**src/rtl/t_deserializer.sv**
```systemverilog
// Serial-to-parallel frame receiver: S1, S2, N data bits (LSB first), even parity.
// Decoded words are published only when a complete frame passes the parity check.
module t_deserializer #(
  parameter int N = 98
) (
  input  logic         clk,
  input  logic         rst,
  input  logic         sin_valid,
  input  logic         sin_data,
  input  logic         sin_sync,
  output logic [N-1:0] IN,
  output logic         S1,
  output logic         S2,
  output logic         out_valid,
  output logic         frame_err
);

  localparam int CW = (N > 1) ? $clog2(N) : 1;
  localparam logic [CW-1:0] LAST = CW'(N - 1);

  typedef enum logic [1:0] {IDLE, MODE, DATA, PARITY} t_state;

  t_state         r_state, w_state;
  logic [CW-1:0]  r_cnt, w_cnt;
  logic           r_par, w_par;
  logic [N-1:0]   r_shadow, w_shadow;
  logic           r_sh_s1, w_sh_s1;
  logic           r_sh_s2, w_sh_s2;
  logic [N-1:0]   r_in, w_in;
  logic           r_s1, w_s1;
  logic           r_s2, w_s2;
  logic           r_out_valid, w_out_valid;
  logic           r_frame_err, w_frame_err;

  always_ff @(posedge clk or posedge rst) begin
    if (rst) begin
      r_state     <= IDLE;
      r_cnt       <= '0;
      r_par       <= 1'b0;
      r_shadow    <= '0;
      r_sh_s1     <= 1'b0;
      r_sh_s2     <= 1'b0;
      r_in        <= '0;
      r_s1        <= 1'b0;
      r_s2        <= 1'b0;
      r_out_valid <= 1'b0;
      r_frame_err <= 1'b0;
    end else begin
      r_state     <= w_state;
      r_cnt       <= w_cnt;
      r_par       <= w_par;
      r_shadow    <= w_shadow;
      r_sh_s1     <= w_sh_s1;
      r_sh_s2     <= w_sh_s2;
      r_in        <= w_in;
      r_s1        <= w_s1;
      r_s2        <= w_s2;
      r_out_valid <= w_out_valid;
      r_frame_err <= w_frame_err;
    end
  end

  always_comb begin
    w_state     = r_state;
    w_cnt       = r_cnt;
    w_par       = r_par;
    w_shadow    = r_shadow;
    w_sh_s1     = r_sh_s1;
    w_sh_s2     = r_sh_s2;
    w_in        = r_in;
    w_s1        = r_s1;
    w_s2        = r_s2;
    w_out_valid = 1'b0;
    w_frame_err = 1'b0;

    if (sin_valid) begin
      if (sin_sync) begin
        // A sync bit always opens a new frame; any frame in flight is aborted.
        w_frame_err = (r_state != IDLE);
        w_sh_s1     = sin_data;
        w_par       = sin_data;
        w_state     = MODE;
      end else begin
        case (r_state)
          MODE: begin
            w_sh_s2 = sin_data;
            w_par   = r_par ^ sin_data;
            w_cnt   = '0;
            w_state = DATA;
          end
          DATA: begin
            w_shadow[r_cnt] = sin_data;
            w_par           = r_par ^ sin_data;
            if (r_cnt == LAST) begin
              w_state = PARITY;
            end else begin
              w_cnt = r_cnt + 1'b1;
            end
          end
          PARITY: begin
            if ((r_par ^ sin_data) == 1'b0) begin
              w_in        = r_shadow;
              w_s1        = r_sh_s1;
              w_s2        = r_sh_s2;
              w_out_valid = 1'b1;
            end else begin
              w_frame_err = 1'b1;
            end
            w_par   = 1'b0;
            w_state = IDLE;
          end
          default: ;
        endcase
      end
    end
  end

  assign IN        = r_in;
  assign S1        = r_s1;
  assign S2        = r_s2;
  assign out_valid = r_out_valid;
  assign frame_err = r_frame_err;

endmodule
```
**config.mk**
```make
export PLATFORM = sky130hd
export DESIGN_NAME = t_deserializer
export DESIGN_NICKNAME = d
export VERILOG_FILES = /design/src/rtl/t_deserializer.sv
export SDC_FILE = /design/constraint.sdc
export NUM_CORES = 1
export LEC_CHECK = 0
export BUFFER_PORTS_ARGS = -buffer_cell sky130_fd_sc_hd__buf_2
export CAP_MARGIN = 5
export CORE_MARGIN = 4
export CORE_UTILIZATION = 53
export CTS_CLUSTER_DIAMETER = 80
export DETAILED_ROUTE_END_ITERATION = 8
export PLACE_DENSITY = 0.73
export RECOVER_POWER = 50
export SYNTH_ARGS = -nofsm -noshare
export SYNTH_HDL_FRONTEND = slang
export SYNTH_SLANG_ARGS = --single-unit
export TNS_END_PERCENT = 50
```
**constraint.sdc**
```tcl
create_clock -name clk -period 10.9 [get_ports clk]
set_input_delay 0.545 -clock clk [delete_from_list [all_inputs] [get_ports clk]]
set_output_delay 0.545 -clock clk [all_outputs]
set_load 0.01 [all_outputs]
```
## Word level (Yosys, flattened, before mapping)

Cells that the tools add are included.

| cells by class | value |
|---|---|
| mux-type cells | 18 |
| equal/unequal tests | 6 |
| bitwise logic cells | 3 |
| $add $sub $neg | 1 |
| order comparisons | 2 |
| reductions and logical operators | 13 |

Operators by type and width:

| kind | number |
|---|---|
| $bwmux W98 | 1 |
| $pmux W7 S2 | 1 |
| $mux W1 | 10 |
| $reduce_and A3 Y1 | 3 |
| $lt A7 B8 Y1 const B | 1 |
| $reduce_and A4 Y1 | 2 |
| $add A7 B1 Y7 const B | 1 |
| $demux W1 S7 | 1 |
| $eq A7 B7 Y1 const B | 1 |
| $ge A7 B1 Y1 const B | 1 |
| $mux W7 | 1 |
| $pmux W2 S3 | 1 |
| $eq A2 B2 Y1 const B | 2 |
| $mux W2 | 2 |
| $reduce_and A2 Y1 | 2 |
| $reduce_bool A2 Y1 | 2 |
| $reduce_bool A4 Y1 | 1 |
| $ne A3 B3 Y1 const B | 1 |
| $reduce_bool A3 Y1 | 1 |
| $eq A2 B1 Y1 const B | 1 |
| $ne A2 B2 Y1 const B | 1 |
| $not A1 Y1 | 2 |
| $pmux W1 S2 | 1 |
| $reduce_or A2 Y1 | 1 |
| other kinds (2) | 2 |

| word-level totals | value |
|---|---|
| output and inout bits | 102 |
| bits in registers | 212 |

## Depth between registers and ports, before layout

| logic depth | value |
|---|---|
| depth in word-level cells | 5 |
| gate-level depth with buffers | 7 |
| gate-level depth less buffers | 5 |

## Worst setup path after synthesis

OpenSTA, ideal clock, no wires.

| timing path | value |
|---|---|
| path type | register -> register |
| start point | register r_state[0] |
| end point | register r_shadow[59] |
| library setup time | 0.125 ns |
| slack | 9.085 ns |
| stages on the path, launching flop included | 8 |
| data arrival time | 1.690 ns |
| cells stage by stage | dfrtp_1 -> inv_1 -> ha_1 -> nand4bb_1 -> buf_2 -> buf_2 -> nor3_1 -> mux2_2 |

| between the ends | value |
|---|---|
| word-level cells in the longest chain between the ends | 2 |

Ends and longest elaborated chain:

| item | line | text |
|---|---|---|
| start, declared | 23 | `t_state r_state, w_state;` |
| start signal, assigned | 49 | `r_state <= w_state;` |
| $eq A2 B2 Y1 | 84 | `case (r_state)` |
| $reduce_and A3 Y1 (no source line) | n/a |  |
| end signal, assigned | 52 | `r_shadow <= w_shadow;` |
| end, declared | 26 | `logic [N-1:0] r_shadow, w_shadow;` |

No other way between the ends.
A chain may end at the register's enable or synchronous reset.

## Worst setup path in the final report

| timing path | value |
|---|---|
| start point | input sin_data |
| end point | register r_in[3], in the netlist IN[3] |

| between the ends | value |
|---|---|
| word-level cells in the longest chain between the ends | 3 |

Ends and longest elaborated chain:

| item | line | text |
|---|---|---|
| start, declared | 9 | `input logic sin_data,` |
| $xor A1 B1 Y1 | 101 | `if ((r_par ^ sin_data) == 1'b0) begin` |
| $not A1 Y1 (no source line) | n/a |  |
| $reduce_and A4 Y1 (no source line) | n/a |  |
| end signal, assigned | 55 | `r_in <= w_in;` |
| end, declared | 29 | `logic [N-1:0] r_in, w_in;` |

No other way between the ends.

==> summary.md <==
| Metric | Value |
|---|---|
| Status | `finished with violations` |
| Failing checks | `max-capacitance violations, max-slew violations` |
| Delay of the slowest critical-path stage | `between 2 and 3 ns` |
| Layout cell share with drive strength beyond 1 | `29.7%` |
| Die Ht | `140 µm` |
| Syn. warnings | `0` |
| Total setup buffers inserted after CTS | `0` |
| 1st-iter DRT viols | `393` |
| Sw Pwr | `between 0.0004 and 0.0005 W` |
| Worst EP required | `11.27 ns` |
| Number of synthesized flops with an enable pin | `0` |
| Yosys top cell by area | `dfrtp_1` |
| Port bufs | `106` |
| Post-synthesis sequential area ratio | `57.4%` |
| Worst-margin pin slew | `around 5 ns` |
| CTS root buffer | `clkbuf_16` |
| Sequential power share | `46.0%` |
| Worst-path clk slew | `0.06 ns` |
| Synth async-reset ratio | `100%` |
| First-pass GRT wire length | `31.4 mm` |
| Reg-to-reg slack, setup | `7.94 ns` |
| Ant diodes | `0` |
| RSZ-0062 raised after global routing | `no` |
| Largest family of logic cells by synthesized area | `multiplexers` |
| Mux cell area share after synthesis | `24.3%` |
| Cts repair resizes | `0` |
| Final Hold Viols | `0` |
| Worst relative slew slack | `-231%` |
| Post-synth top area share | `approximately 57%` |
| Initial Util | `53.8%` |
| CP max FO | `slightly above 100` |
| TNS Setup | `0 ns` |
| Worst skew pair latency | `0.50 ns` |
| FF+latch count, synth | `212` |
| Post-synthesis adder-cell area fraction | `0.812%` |
| CP Data Arrival Time | `5.73 ns` |
| Mean Syn Cell Area | `13.7 µm²` |
| Mapped Cells | `675` |
| Top_reg_cell synth | `dfrtp_1` |
| Compound-gate portion of the synthesized area | `1.54%` |
| Pint | `0.00138 W` |
| Worst min path class | `input pin to flip-flop` |
| Post-DP HPWL | `approximately 12 mm` |
| Routability cong. | `0.780` |
| R2r startpoint | `r_state[0]$_DFFE_PP0P_` |
| FMAX | `0.187 GHz` |
| Worst VDD drop | `133 µV` |
| Vias in the first global route | `6008` |
| Worst path slowest cell | `clkbuf_1` |
| Vias per std cell | `approximately 5.7` |
| DRT Pass-1 Iters | `5` |
| Die W | `140 µm` |
| CTS tree | `done` |
| Util after Layout | `60.8%` |
| Most common cell in the netlist | `dfrtp_1` |
| XOR/XNOR Fraction of Synth Area | `0.0948%` |
| Hold EP | `frame_err$_DFF_PP0_` |
| Start point of the worst hold path | `sin_valid` |
| CP top delay family | `buffers and inverters` |
| DR vias | `approximately 5700` |
| Bufs on Longest Clock Path | `3` |
| R2R depth | `6` |
| # setup viols final | `0` |
| CORE AREA | `0.0172 mm²` |
| Filler Cell Count | `1346` |
| Nets | `between 700 and 800` |
| Critical path cell sequence | `buf_2 > clkbuf_1 > xnor2_1 > nand3_4 > buf_4 > mux2_2` |
| Drt drc | `0` |
| Worst path bufs/invs | `3` |
| Mapped Nets | `686` |
| Period minus WS final | `5.36 ns` |
| Slew Viols, Final | `223` |
| Synth area leaders | `dfrtp_1 (57%), mux2_2 (20%), mux2_1 (4.5%)` |
| Crit Path Class | `input pin to flip-flop` |
| Row count | `48` |
| DRT Wirelength | `18.7 mm` |
| Clock sink count | `212` |
| Top cells by count, synth | `dfrtp_1 (212), mux2_2 (162), nand3_1 (57), nor3_1 (44), mux2_1 (37)` |
| Max-cap viol count | `2` |
| Largest net degree at the start of global routing | `119` |
| Area Overhead vs Synth | `13.1%` |
| Final ANT Viol Nets | `0` |
| Final worst path period share | `between 40% and 50%` |
| # IOs | `107` |
| Clock Skew | `approximately 0.010 ns` |
| Simple-gate share of the synthesized area | `12.3%` |
| CTS Hold Bufs | `0` |
| Combinational share of power | `12.3%` |
| CTS H-tree lvls | `1` |
| Total global-route track usage | `19.3%` |
| Crit Reg-Reg Endpoint | `r_shadow[83]$_DFFE_PP0P_` |
| Yosys cell types | `49` |
| Hold depth | `2` |
| Power density over the cells | `178 mW/mm²` |
| Avg WL per Cell | `18.8 µm` |
| Crit end category | `flip-flop` |
| Initial antenna violation count | `0` |
| Mapped Area | `a little over 0.009 mm²` |
| Clock share of power | `41.7%` |
| Total gr overflow | `0` |
| Lkg Pwr | `5.02 nW` |
| CTS buffer count | `22` |
| Sw Share | `25.7%` |
| Die area | `around 0.020 mm²` |
| Kind of start point of the critical path | `input pin` |
## per-stage QoR
step           hold slack (ns)  power, W  std cells  instance area [µm²]  setup WS, ns
5_1_grt                  0.426   0.00194        993                10400          5.00
3_5_place_dp             0.481   0.00110        954                 9820          7.43
3_3_place_gp             0.462   0.00109        954                 9820          7.61
2_1_floorplan            0.441   0.00104        675                 9240          4.56
6_report                 0.435   0.00186        993                10400          5.54
4_1_cts                  0.237   0.00188        993                10600          7.94
## cells by family (layout without fill, tap and decap cells)
kind of cell	count (synthesis)	in the layout
flops	212	212
simple gates	170	170
fa+ha+maj	6	6
mux	199	199
xor+xnor	1	1
compound gates	20	20
buf+inv	67	160
## flip-flops by register name, summed over array words and instances (netlist names), 2 cells and up
signal / cells
r_state: 2
r_cnt: 7
IN: 98
r_shadow: 98
## layout make-up
type | count | area [µm²] | area share [%]
Clock buffer | 30 | 642 | 6.14
Clock inverter | 9 | 124 | 1.19
Inverter | 9 | 35.0 | 0.335
Multi-Input combinational cell | 396 | 3620 | 34.6
Sequential cell | 212 | 5310 | 50.8
Tap cell | 225 | 282 | 2.69
Timing Repair Buffer | 112 | 444 | 4.25
## power by group through the flow
| stage | clock network, W | registers, W | logic, W |
|---|---|---|---|
| after floorplan | 0 | 0.000849 | 0.000192 |
| after global placement | 0 | 0.000865 | 0.000222 |
| after detailed placement | 0 | 0.000869 | 0.000231 |
| after CTS | 0.000793 | 0.000854 | 0.000232 |
| after global routing | 0.000830 | 0.000860 | 0.000250 |
| final | 0.000775 | 0.000855 | 0.000228 |
## worst max path at each step
stage | start | endpoint | slack (ns) | cells past startpoint
4_1_cts | sin_data | IN[34]$_DFFE_PP0P_ | 7.94 | 6
5_1_grt | sin_data | IN[34]$_DFFE_PP0P_ | 5.00 | 6
3_3_place_gp | sin_data | IN[5]$_DFFE_PP0P_ | 7.61 | 6
6_report | sin_data | IN[3]$_DFFE_PP0P_ | 5.54 | 6
3_5_place_dp | sin_data | IN[3]$_DFFE_PP0P_ | 7.43 | 6
2_1_floorplan | rst | IN[0]$_DFFE_PP0P_ | 4.56 | 1
## cells in the final DEF (no fill, tap or decap), types with 2 or more instances in the layout
cell type	netlist	layout
o21ai_0	4	4
ha_1	6	6
nor2_1	3	2
inv_1	9	8
nor4b_4	3	3
and4bb_1	2	2
or4_1	3	3
mux2_2	162	162
nand4b_1	3	3
clkinv_2	0	5
nand2b_1	2	2
clkbuf_8	0	4
a21oi_1	4	4
o211ai_1	2	2
nand3_1	57	56
nor3_2	6	6
nor2b_1	5	5
nand4bb_1	6	6
or3_1	2	2
clkbuf_16	0	23
or4b_1	4	4
bufinv_16	0	3
and4bb_2	4	4
nand2_1	12	12
a22o_1	2	2
nor3_1	44	44
buf_2	32	4
dfrtp_1	212	212
mux2_1	37	37
buf_4	3	5
and4b_1	4	4
clkbuf_1	17	106
## routing by layer
layer  up-vias  part of all wire, %  global-route usage (%)
met5         -                    0                       0
met3        27                  4.7                    2.90
met1      2934                   43                    26.3
met2       129                   50                    32.6
met4         0                  1.9                    5.05
li1       2589                    -                       -
No activity file was read; power rests on OpenSTA's default activity.
